<file path="src/rtl/load_unit.sv">
// rtl/load_unit.sv - MEM-stage load unit: in-order tag FIFO, alignment/extension, flush kill counting
module load_unit #(
  parameter int XLEN   = 32,
  parameter int ADDR_W = 32,
  parameter int DEPTH  = 2
) (
  input  logic              clk,
  input  logic              rst,
  input  logic              req_valid_i,
  output logic              req_ready_o,
  input  logic [ADDR_W-1:0] req_addr_i,
  input  logic [1:0]        req_size_i,
  input  logic              req_sign_i,
  input  logic [4:0]        req_rd_i,
  input  logic              flush_i,
  output logic              mem_req_valid_o,
  input  logic              mem_req_ready_i,
  output logic [ADDR_W-1:0] mem_addr_o,
  input  logic              mem_rsp_valid_i,
  input  logic [XLEN-1:0]   mem_rsp_data_i,
  output logic              rsp_valid_o,
  output logic [XLEN-1:0]   rsp_data_o,
  output logic [4:0]        rsp_rd_o,
  output logic              rsp_err_o
);

  localparam int OFF_W  = $clog2(XLEN / 8);
  localparam int IDX_W  = (DEPTH > 1) ? $clog2(DEPTH) : 1;
  localparam int CNT_W  = $clog2(DEPTH + 1);
  localparam int KILL_W = 8;

  typedef struct packed {
    logic [OFF_W-1:0] off;
    logic [1:0]       size;
    logic             sign;
    logic [4:0]       rd;
    logic             err;
  } entry_t;

  entry_t            fifo_q [DEPTH];
  entry_t            fifo_d [DEPTH];
  logic [IDX_W-1:0]  rd_idx_q, rd_idx_d, wr_idx_q, wr_idx_d;
  logic [CNT_W-1:0]  count_q, count_d;
  logic [CNT_W-1:0]  nonerr_q, nonerr_d;   // entries that still owe a memory response
  logic [KILL_W-1:0] kill_q, kill_d;       // responses of flushed loads still to be dropped
  logic              rsp_valid_q, rsp_valid_d, rsp_err_q, rsp_err_d;
  logic [XLEN-1:0]   rsp_data_q, rsp_data_d;
  logic [4:0]        rsp_rd_q, rsp_rd_d;

  logic              req_err, full, empty, push, pop_err, pop_data, kill_hit, fill;
  entry_t            head;
  logic [XLEN-1:0]   shifted, extended;

  function automatic logic [IDX_W-1:0] idx_next(input logic [IDX_W-1:0] i);
    return (i == IDX_W'(DEPTH - 1)) ? '0 : i + 1'b1;
  endfunction

  // Request decode: misalignment / illegal size and the handshake towards memory
  always_comb begin
    req_err = (req_size_i == 2'b01 && req_addr_i[0])
           || (req_size_i == 2'b10 && req_addr_i[1:0] != 2'b00)
           || (req_size_i == 2'b11 && (XLEN == 32 || req_addr_i[2:0] != 3'b000));
  end

  assign full            = (count_q == CNT_W'(DEPTH));
  assign empty           = (count_q == '0);
  assign mem_req_valid_o = req_valid_i & ~full & ~req_err & ~flush_i;
  assign req_ready_o     = ~full & ~flush_i & (req_err | mem_req_ready_i);
  assign push            = req_valid_i & req_ready_o;
  assign mem_addr_o      = {req_addr_i[ADDR_W-1:OFF_W], {OFF_W{1'b0}}};
  assign head            = fifo_q[rd_idx_q];

  // Align returned data to the head entry's byte offset and extend it to XLEN
  always_comb begin
    int w;
    shifted = mem_rsp_data_i >> {head.off, 3'b000};
    w = 8 << head.size;
    if (w > XLEN) w = XLEN;
    case (head.size)
      2'b00:   fill = head.sign & shifted[7];
      2'b01:   fill = head.sign & shifted[15];
      2'b10:   fill = head.sign & shifted[31];
      default: fill = head.sign & shifted[XLEN-1];
    endcase
    for (int i = 0; i < XLEN; i++) begin
      extended[i] = (i < w) ? shifted[i] : fill;
    end
  end

  // FIFO bookkeeping, kill counting and result register next-state
  always_comb begin
    fifo_d      = fifo_q;
    rd_idx_d    = rd_idx_q;
    wr_idx_d    = wr_idx_q;
    count_d     = count_q;
    nonerr_d    = nonerr_q;
    kill_d      = kill_q;
    rsp_valid_d = 1'b0;
    rsp_err_d   = 1'b0;
    rsp_data_d  = rsp_data_q;
    rsp_rd_d    = rsp_rd_q;

    pop_err  = ~empty & head.err;
    pop_data = ~empty & ~head.err & mem_rsp_valid_i & (kill_q == '0);
    kill_hit = mem_rsp_valid_i & (kill_q != '0);

    if (flush_i) begin
      // A response arriving now settles either an older kill or the (now flushed) head.
      rd_idx_d = '0;
      wr_idx_d = '0;
      count_d  = '0;
      nonerr_d = '0;
      kill_d   = kill_q + KILL_W'(nonerr_q) - KILL_W'(kill_hit | pop_data);
    end else begin
      if (kill_hit) kill_d = kill_q - KILL_W'(1);
      if (pop_err || pop_data) begin
        rd_idx_d    = idx_next(rd_idx_q);
        count_d     = count_d - CNT_W'(1);
        rsp_valid_d = 1'b1;
        rsp_rd_d    = head.rd;
        rsp_err_d   = pop_err;
        rsp_data_d  = pop_err ? '0 : extended;
        if (pop_data) nonerr_d = nonerr_d - CNT_W'(1);
      end
      if (push) begin
        fifo_d[wr_idx_q] = '{off: req_addr_i[OFF_W-1:0], size: req_size_i,
                             sign: req_sign_i, rd: req_rd_i, err: req_err};
        wr_idx_d = idx_next(wr_idx_q);
        count_d  = count_d + CNT_W'(1);
        if (!req_err) nonerr_d = nonerr_d + CNT_W'(1);
      end
    end
  end

  // State registers, cleared asynchronously
  always_ff @(posedge clk or posedge rst) begin
    if (rst) begin
      for (int i = 0; i < DEPTH; i++) fifo_q[i] <= '0;
      rd_idx_q    <= '0;
      wr_idx_q    <= '0;
      count_q     <= '0;
      nonerr_q    <= '0;
      kill_q      <= '0;
      rsp_valid_q <= 1'b0;
      rsp_err_q   <= 1'b0;
      rsp_data_q  <= '0;
      rsp_rd_q    <= '0;
    end else begin
      for (int i = 0; i < DEPTH; i++) fifo_q[i] <= fifo_d[i];
      rd_idx_q    <= rd_idx_d;
      wr_idx_q    <= wr_idx_d;
      count_q     <= count_d;
      nonerr_q    <= nonerr_d;
      kill_q      <= kill_d;
      rsp_valid_q <= rsp_valid_d;
      rsp_err_q   <= rsp_err_d;
      rsp_data_q  <= rsp_data_d;
      rsp_rd_q    <= rsp_rd_d;
    end
  end

  assign rsp_valid_o = rsp_valid_q;
  assign rsp_err_o   = rsp_err_q;
  assign rsp_data_o  = rsp_data_q;
  assign rsp_rd_o    = rsp_rd_q;

  // A memory response with nothing waiting for it means the memory side broke ordering
  a_no_orphan_rsp: assert property (@(posedge clk) disable iff (rst)
    !(mem_rsp_valid_i && empty && kill_q == '0));

endmodule

</file>
<file path="config.mk">
export PLATFORM = sky130hd
export DESIGN_NAME = load_unit
export DESIGN_NICKNAME = d
export VERILOG_FILES = /design/src/rtl/load_unit.sv
export SDC_FILE = /design/constraint.sdc
export NUM_CORES = 1
export LEC_CHECK = 0
export BUFFER_PORTS_ARGS = -buffer_cell sky130_fd_sc_hd__buf_2
export CORE_ASPECT_RATIO = 1.25
export CORE_MARGIN = 4
export CORE_UTILIZATION = 35
export CTS_CLUSTER_SIZE = 25
export DETAILED_ROUTE_END_ITERATION = 8
export SETUP_SLACK_MARGIN = 0.15
export SYNTH_ARGS = -nofsm -noshare
export SYNTH_HDL_FRONTEND = slang
export SYNTH_SLANG_ARGS = --single-unit
</file>
<file path="constraint.sdc">
create_clock -name clk -period 2.9 [get_ports clk]
set_input_delay 0.145 -clock clk [delete_from_list [all_inputs] [get_ports clk]]
set_output_delay 0.145 -clock clk [all_outputs]
set_load 0.02 [all_outputs]
</file>
# Word-level counts from Yosys, hierarchy flattened

Cells that the tools add are included.

Add/subtract/negate cells: 9
Bitwise logic cells: 23
Div/mod/pow operators: 0
Magnitude comparators: 36
Equality and inequality tests: 5
Reduce and logical (&&, ||, !) cells: 16
Shift operators: 2
Mux-type cells: 63
Multiply operators: 0

Operator list:

| kind                                                                             | count |
|---|---|
| 6-bit by 32-bit less-than comparator with 1-bit output, first input constant     | 16 |
| 5-bit by 32-bit less-than comparator with 1-bit output, first input constant     | 8 |
| 4-bit by 32-bit less-than comparator with 1-bit output, first input constant     | 4 |
| 3-bit by 32-bit less-than comparator with 1-bit output, first input constant     | 2 |
| 32-bit 2-to-1 mux                                                                | 2 |
| 11-bit 2-to-1 mux                                                                | 4 |
| 1-bit 2-to-1 mux                                                                 | 42 |
| 32-bit by 7-bit greater-than comparator with 1-bit output, second input constant | 1 |
| 1-bit by 32-bit less-than comparator with 1-bit output, first input constant     | 1 |
| 2-bit by 32-bit less-than comparator with 1-bit output, first input constant     | 1 |
| 4-bit by 2-bit << shifter with 32-bit output, first input constant               | 1 |
| 32-bit by 5-bit >> shifter with 32-bit output                                    | 1 |
| 22-bit bitwise mux                                                               | 1 |
| 2-bit 2-to-1 mux                                                                 | 10 |
| 8-bit 2-to-1 mux                                                                 | 2 |
| 1-bit bitwise AND                                                                | 14 |
| 11-bit demux with 1-bit select                                                   | 1 |
| 8-bit by 2-bit adder with 8-bit output                                           | 1 |
| 8-bit zero test                                                                  | 1 |
| 2-bit nonzero test                                                               | 4 |
| 8-bit nonzero test                                                               | 1 |
| 8-bit by 1-bit subtractor with 8-bit output                                      | 1 |
| 8-bit by 1-bit subtractor with 8-bit output, second input constant               | 1 |
| 2-bit equality test, second input constant                                       | 3 |
| other kinds (14)                                                                 | 31 |

ROM bits: 0
RAM bits: 0
Word-level logic and storage cells: 173
Flip-flop bits (word level): 75
Output and inout port bits: 73
Bits in latches: 0
Bits of input ports: 78
Memories kept: 0

# Longest topological paths before layout

Depth in word-level cells: 15
Mapped depth: 15
Depth with buffers taken out: 15

# Worst setup path after synthesis

OpenSTA, ideal clock, no wires.

Path kind: register to register
Start point: register kill_q[3]
End point: register kill_q[6]
Library setup time: 137 ps
Path slack: 213 ps
Required time: 2763 ps
Buffers on the path: 0
Period minus slack after synthesis: 2687 ps
Cell stages (with the launch flop): 16
Data arrival time: 2550 ps
Cell sequence: dfrtp_1 inv_1 ha_1 nand4_1 nand2_1 nand2_1 ha_1 inv_1 ha_1 fa_1 a21oi_1 o21bai_1 a21oi_1 o21bai_1 xnor2_1 a21oi_1

Cells in the longest elaborated chain, start to end: 5
Elaborated cells on any way between the ends: 11
Classes of those cells: 3 x add/sub; 2 x mux; 3 x bitwise; 3 x reduce/logical

Ends and longest elaborated chain:

| element                                                                                        | RTL line | RTL |
|---|---|---|
| from (decl)                                                                                    | 45       | `logic [KILL_W-1:0] kill_q, kill_d;` |
| from (signal assigned)                                                                         | 154      | `kill_q <= kill_d;` |
| parallel branches: the longest is 5 deep, another holds 8-bit by 2-bit adder with 8-bit output | n/a      |  |

Parallel ways; which one is timed is not known. The select of a mux whose other input is x is not followed.
A chain may end at the register's enable or synchronous reset.

# Worst setup path after layout

Start point: register kill_q[2]
End point: register kill_q[6]

The elaborated chain is that of the path after synthesis.

==> results.cfg <==
[outcome]
status = completed

[worst_hold_path]
hp-class = in2reg
worstHoldStart = req_rd_i[4]

[synthesis]
synth-xor-area-share = 0.03720
syn-mean-instance-area_um2 = 10.19
ys_ff_latch = 75
synth_top_family_by_area = multiplexers
synthDistinctLibCells = 50
muxShareOfSynthArea = 0.1441
synth_compound_area_frac = 0.1427
synth_adder_area_share = 0.05762
yosys_warnings = 0
synth-simple-area-share = 0.1035
synth_edf_count = 0
async_flop_share = 1.000
synth-main-ff-cell = dfrtp_1
syn_inst = 439
ys_seq_area_frac = 0.4196
syn-cell-area_um2 = 4473

[setup_path]
path_cells = inv_2, ha_4, nand4_1, nand2_1, nand2_1, ha_1, inv_1, ha_2, fa_2, a21oi_2, o21bai_2, a21oi_2, o21bai_1, xnor2_1, a21oi_1
crit_slowest_cell = dfrtp_1
crit_buf_inv = 2
path_class = reg2reg
start_kind = flip-flop
r2r_slack_ns = 0.27
cp.arrival_ns = 2.83
max_stage_delay_ns = 0.41
crit_family = adder cells
end_kind = flip-flop
cp_max_fo = 4
r2r-start = kill_q[2]
cp.required_ns = 3.10
crit_start = kill_q[2]

[clocking]
cts_sinks = 75
cts_buffers = 9
root_buffer = clkbuf_16
cts.clk_slew.worst_paths_ns = 0.07
tritoncts = yes
cts.htree.levels = 3
clk_path_buf_depth = 2
clock_latency_ns = 0.34

[detailed_routing]
routed-wl-met2_um = 5435
ant_nets = 0
dr.pass1.iters = 4
drc_errors = 0
routed_wl_um = 11240
top_layer = met4
vias_per_cell = 5.111
met1_length_um = 4870
drt_iter0_drc = 98
wire_per_inst_um = 16.60
wl_met3_um = 613
num_vias = 3460

[place]
place_area_um2 = 4877
dp_hpwl_um = 8111
placedCellCount = 650
globalplace.congestion = 0.7658
pre_cts_slack_ns = 0.06521
port-buffer-count = 88

[pwr]
ir_drop_uv = 341.1
p_leak_nw = 2.559
power_mw = 5.292
power_density_nw_per_um2 = 996.7

[sta]
slew_headroom = 0.5321
drv_slew = 0
setup_viol = 0
final_hold_viol_count = 0
fin_skew_ns = 0.005816
setup_tns_ns = 0
hold-worst-slack_ns = 0.04746
worst_pin_slew_ns = 0.7019
min_period_over_period = 0.9062
rsz0062_at_grt = no
fin_ws_ns = 0.2721
fin_crit_ns = 2.628
max_freq_mhz = 380.5

[floorplan]
core-area_um2 = 12330
fp.dieW_um = 109.1
die_area_um2 = 14660
start_util = 0.3628
io_pins = 151
die_y_um = 134.4
rows = 45

[cells_and_area]
final_nets = 606
post-route-util = 0.4306
fill_cells = 1186
fin_cells = 677
fin_area_um2 = 5310
diodes = 0
syn2layout_area_growth_pct = 18.71
drive_gt1_frac = 0.3626

[global_routing]
grt_max_degree = 56
grt_pass1_vias = 3521
grt_pass1_wl_um = 17580
antenna_found_initial = 0
gr-usage-all-layers = 0.1540
grt-ovfl-total = 0

[flow_run]
drv_cap = 0
flip-flops by register name, indices dropped and copies added, names as in the netlist:
register     cells
kill_q           8
fifo_q          22
rsp_data_o      32
wr_idx_q         1
nonerr_q         2
rsp_rd_o         5
rsp_valid_o      1
rsp_err_o        1
count_q          2
rd_idx_q         1
synth_stat cells (2+ instances only):
| master | number | area (um^2) |
|---|---|---|
| nand3b_1 | 4 | 30.03 |
| a221o_1 | 7 | 70.07 |
| nor3b_1 | 2 | 15.01 |
| a22o_1 | 8 | 70.07 |
| buf_1 | 2 | 7.510 |
| nand4_1 | 3 | 18.77 |
| inv_1 | 21 | 78.83 |
| nand2b_1 | 3 | 18.77 |
| o211ai_1 | 11 | 82.58 |
| nor2b_1 | 4 | 25.02 |
| o21a_1 | 4 | 30.03 |
| xnor2_1 | 16 | 140.1 |
| nand2_1 | 42 | 157.7 |
| dfrtp_1 | 75 | 1877 |
| ha_1 | 19 | 237.7 |
| o21ai_1 | 3 | 15.01 |
| o21ai_0 | 31 | 155.2 |
| and3b_1 | 2 | 17.52 |
| o21bai_1 | 3 | 22.52 |
| xor2_1 | 3 | 26.28 |
| mux2i_1 | 18 | 180.2 |
| and2_1 | 2 | 12.51 |
| clkbuf_1 | 9 | 33.78 |
| and3_1 | 3 | 18.77 |
| a21oi_1 | 11 | 55.05 |
| buf_2 | 8 | 40.04 |
| nor2_1 | 19 | 71.32 |
| a221oi_1 | 7 | 61.31 |
| a211oi_1 | 2 | 15.01 |
| nor3_1 | 7 | 35.03 |
| mux2_2 | 38 | 427.9 |
| a31oi_1 | 2 | 12.51 |
| buf_4 | 33 | 247.7 |
repair_timing:
action | 4_1_cts | 5_1_grt
hold buffers | 1 | 0
hold endpoints to repair | 20 | 0
setup buffers | 1 | 9
setup endpoints to repair | 2 | 4
pin swaps | 0 | 6
resized for setup | 6 | 13
cells in the final DEF, fill, tap and decap left out, drive strengths merged, types with 4 or more instances in the layout:
cell and instances:
buf 109, dfrtp 75, nand2 42, mux2 38, o21ai 34, inv 27, nor2 20, mux2i 20
ha 19, xnor2 16, o211ai 11, a21oi 11, clkbuf 9, a22o 8, nor3 7, a221oi 7
a221o 7, o21a 4, nand3b 4, nor2b 4
layer usage:
| layer | global-route usage | vias to the layer above |
|---|---|---|
| met4 | 0.07930 | 0 |
| met1 | 0.1865 | 1671 |
| li1 | - | 1657 |
| met5 | 0 | - |
| met3 | 0.02648 | 27 |
| met2 | 0.2589 | 105 |
cells by family after synthesis:
family | after synthesis
AO/OA/AOI/OAI | 94
XOR/XNOR | 19
adder cells (fa/ha/maj) | 20
buffers and inverters | 75
flip-flops | 75
multiplexers | 58
other | 1
AND/OR/NAND/NOR | 97
final cells by class:
cell class / instances / area (um^2) / area share
Clock buffer: 9 / 225.2 / 0.04241
Inverter: 22 / 82.58 / 0.01555
Multi-Input combinational cell: 290 / 2235 / 0.4208
Sequential cell: 75 / 1877 / 0.3534
Tap cell: 164 / 205.2 / 0.03864
Timing Repair Buffer: 110 / 620.6 / 0.1169
Clock inverter: 7 / 65.06 / 0.01225
power by group:
part           switching [mW]  internal, mW  total [mW]
combinational            1.41          1.26        2.67
sequential              0.201          1.32        1.52
clock                   0.498         0.602        1.10
worst paths after layout:
kind / cells past startpoint / end
setup / recovery: 15 / kill_q[6]
hold / removal: 2 / fifo_q[5]
setup reg to reg: 15 / kill_q[6]
hold reg to reg: 2 / rsp_data_o[8]
max in group asynchronous: 4 / rsp_data_o[20]
min in group asynchronous: 3 / kill_q[3]
(Power assumes the default switching activity.)
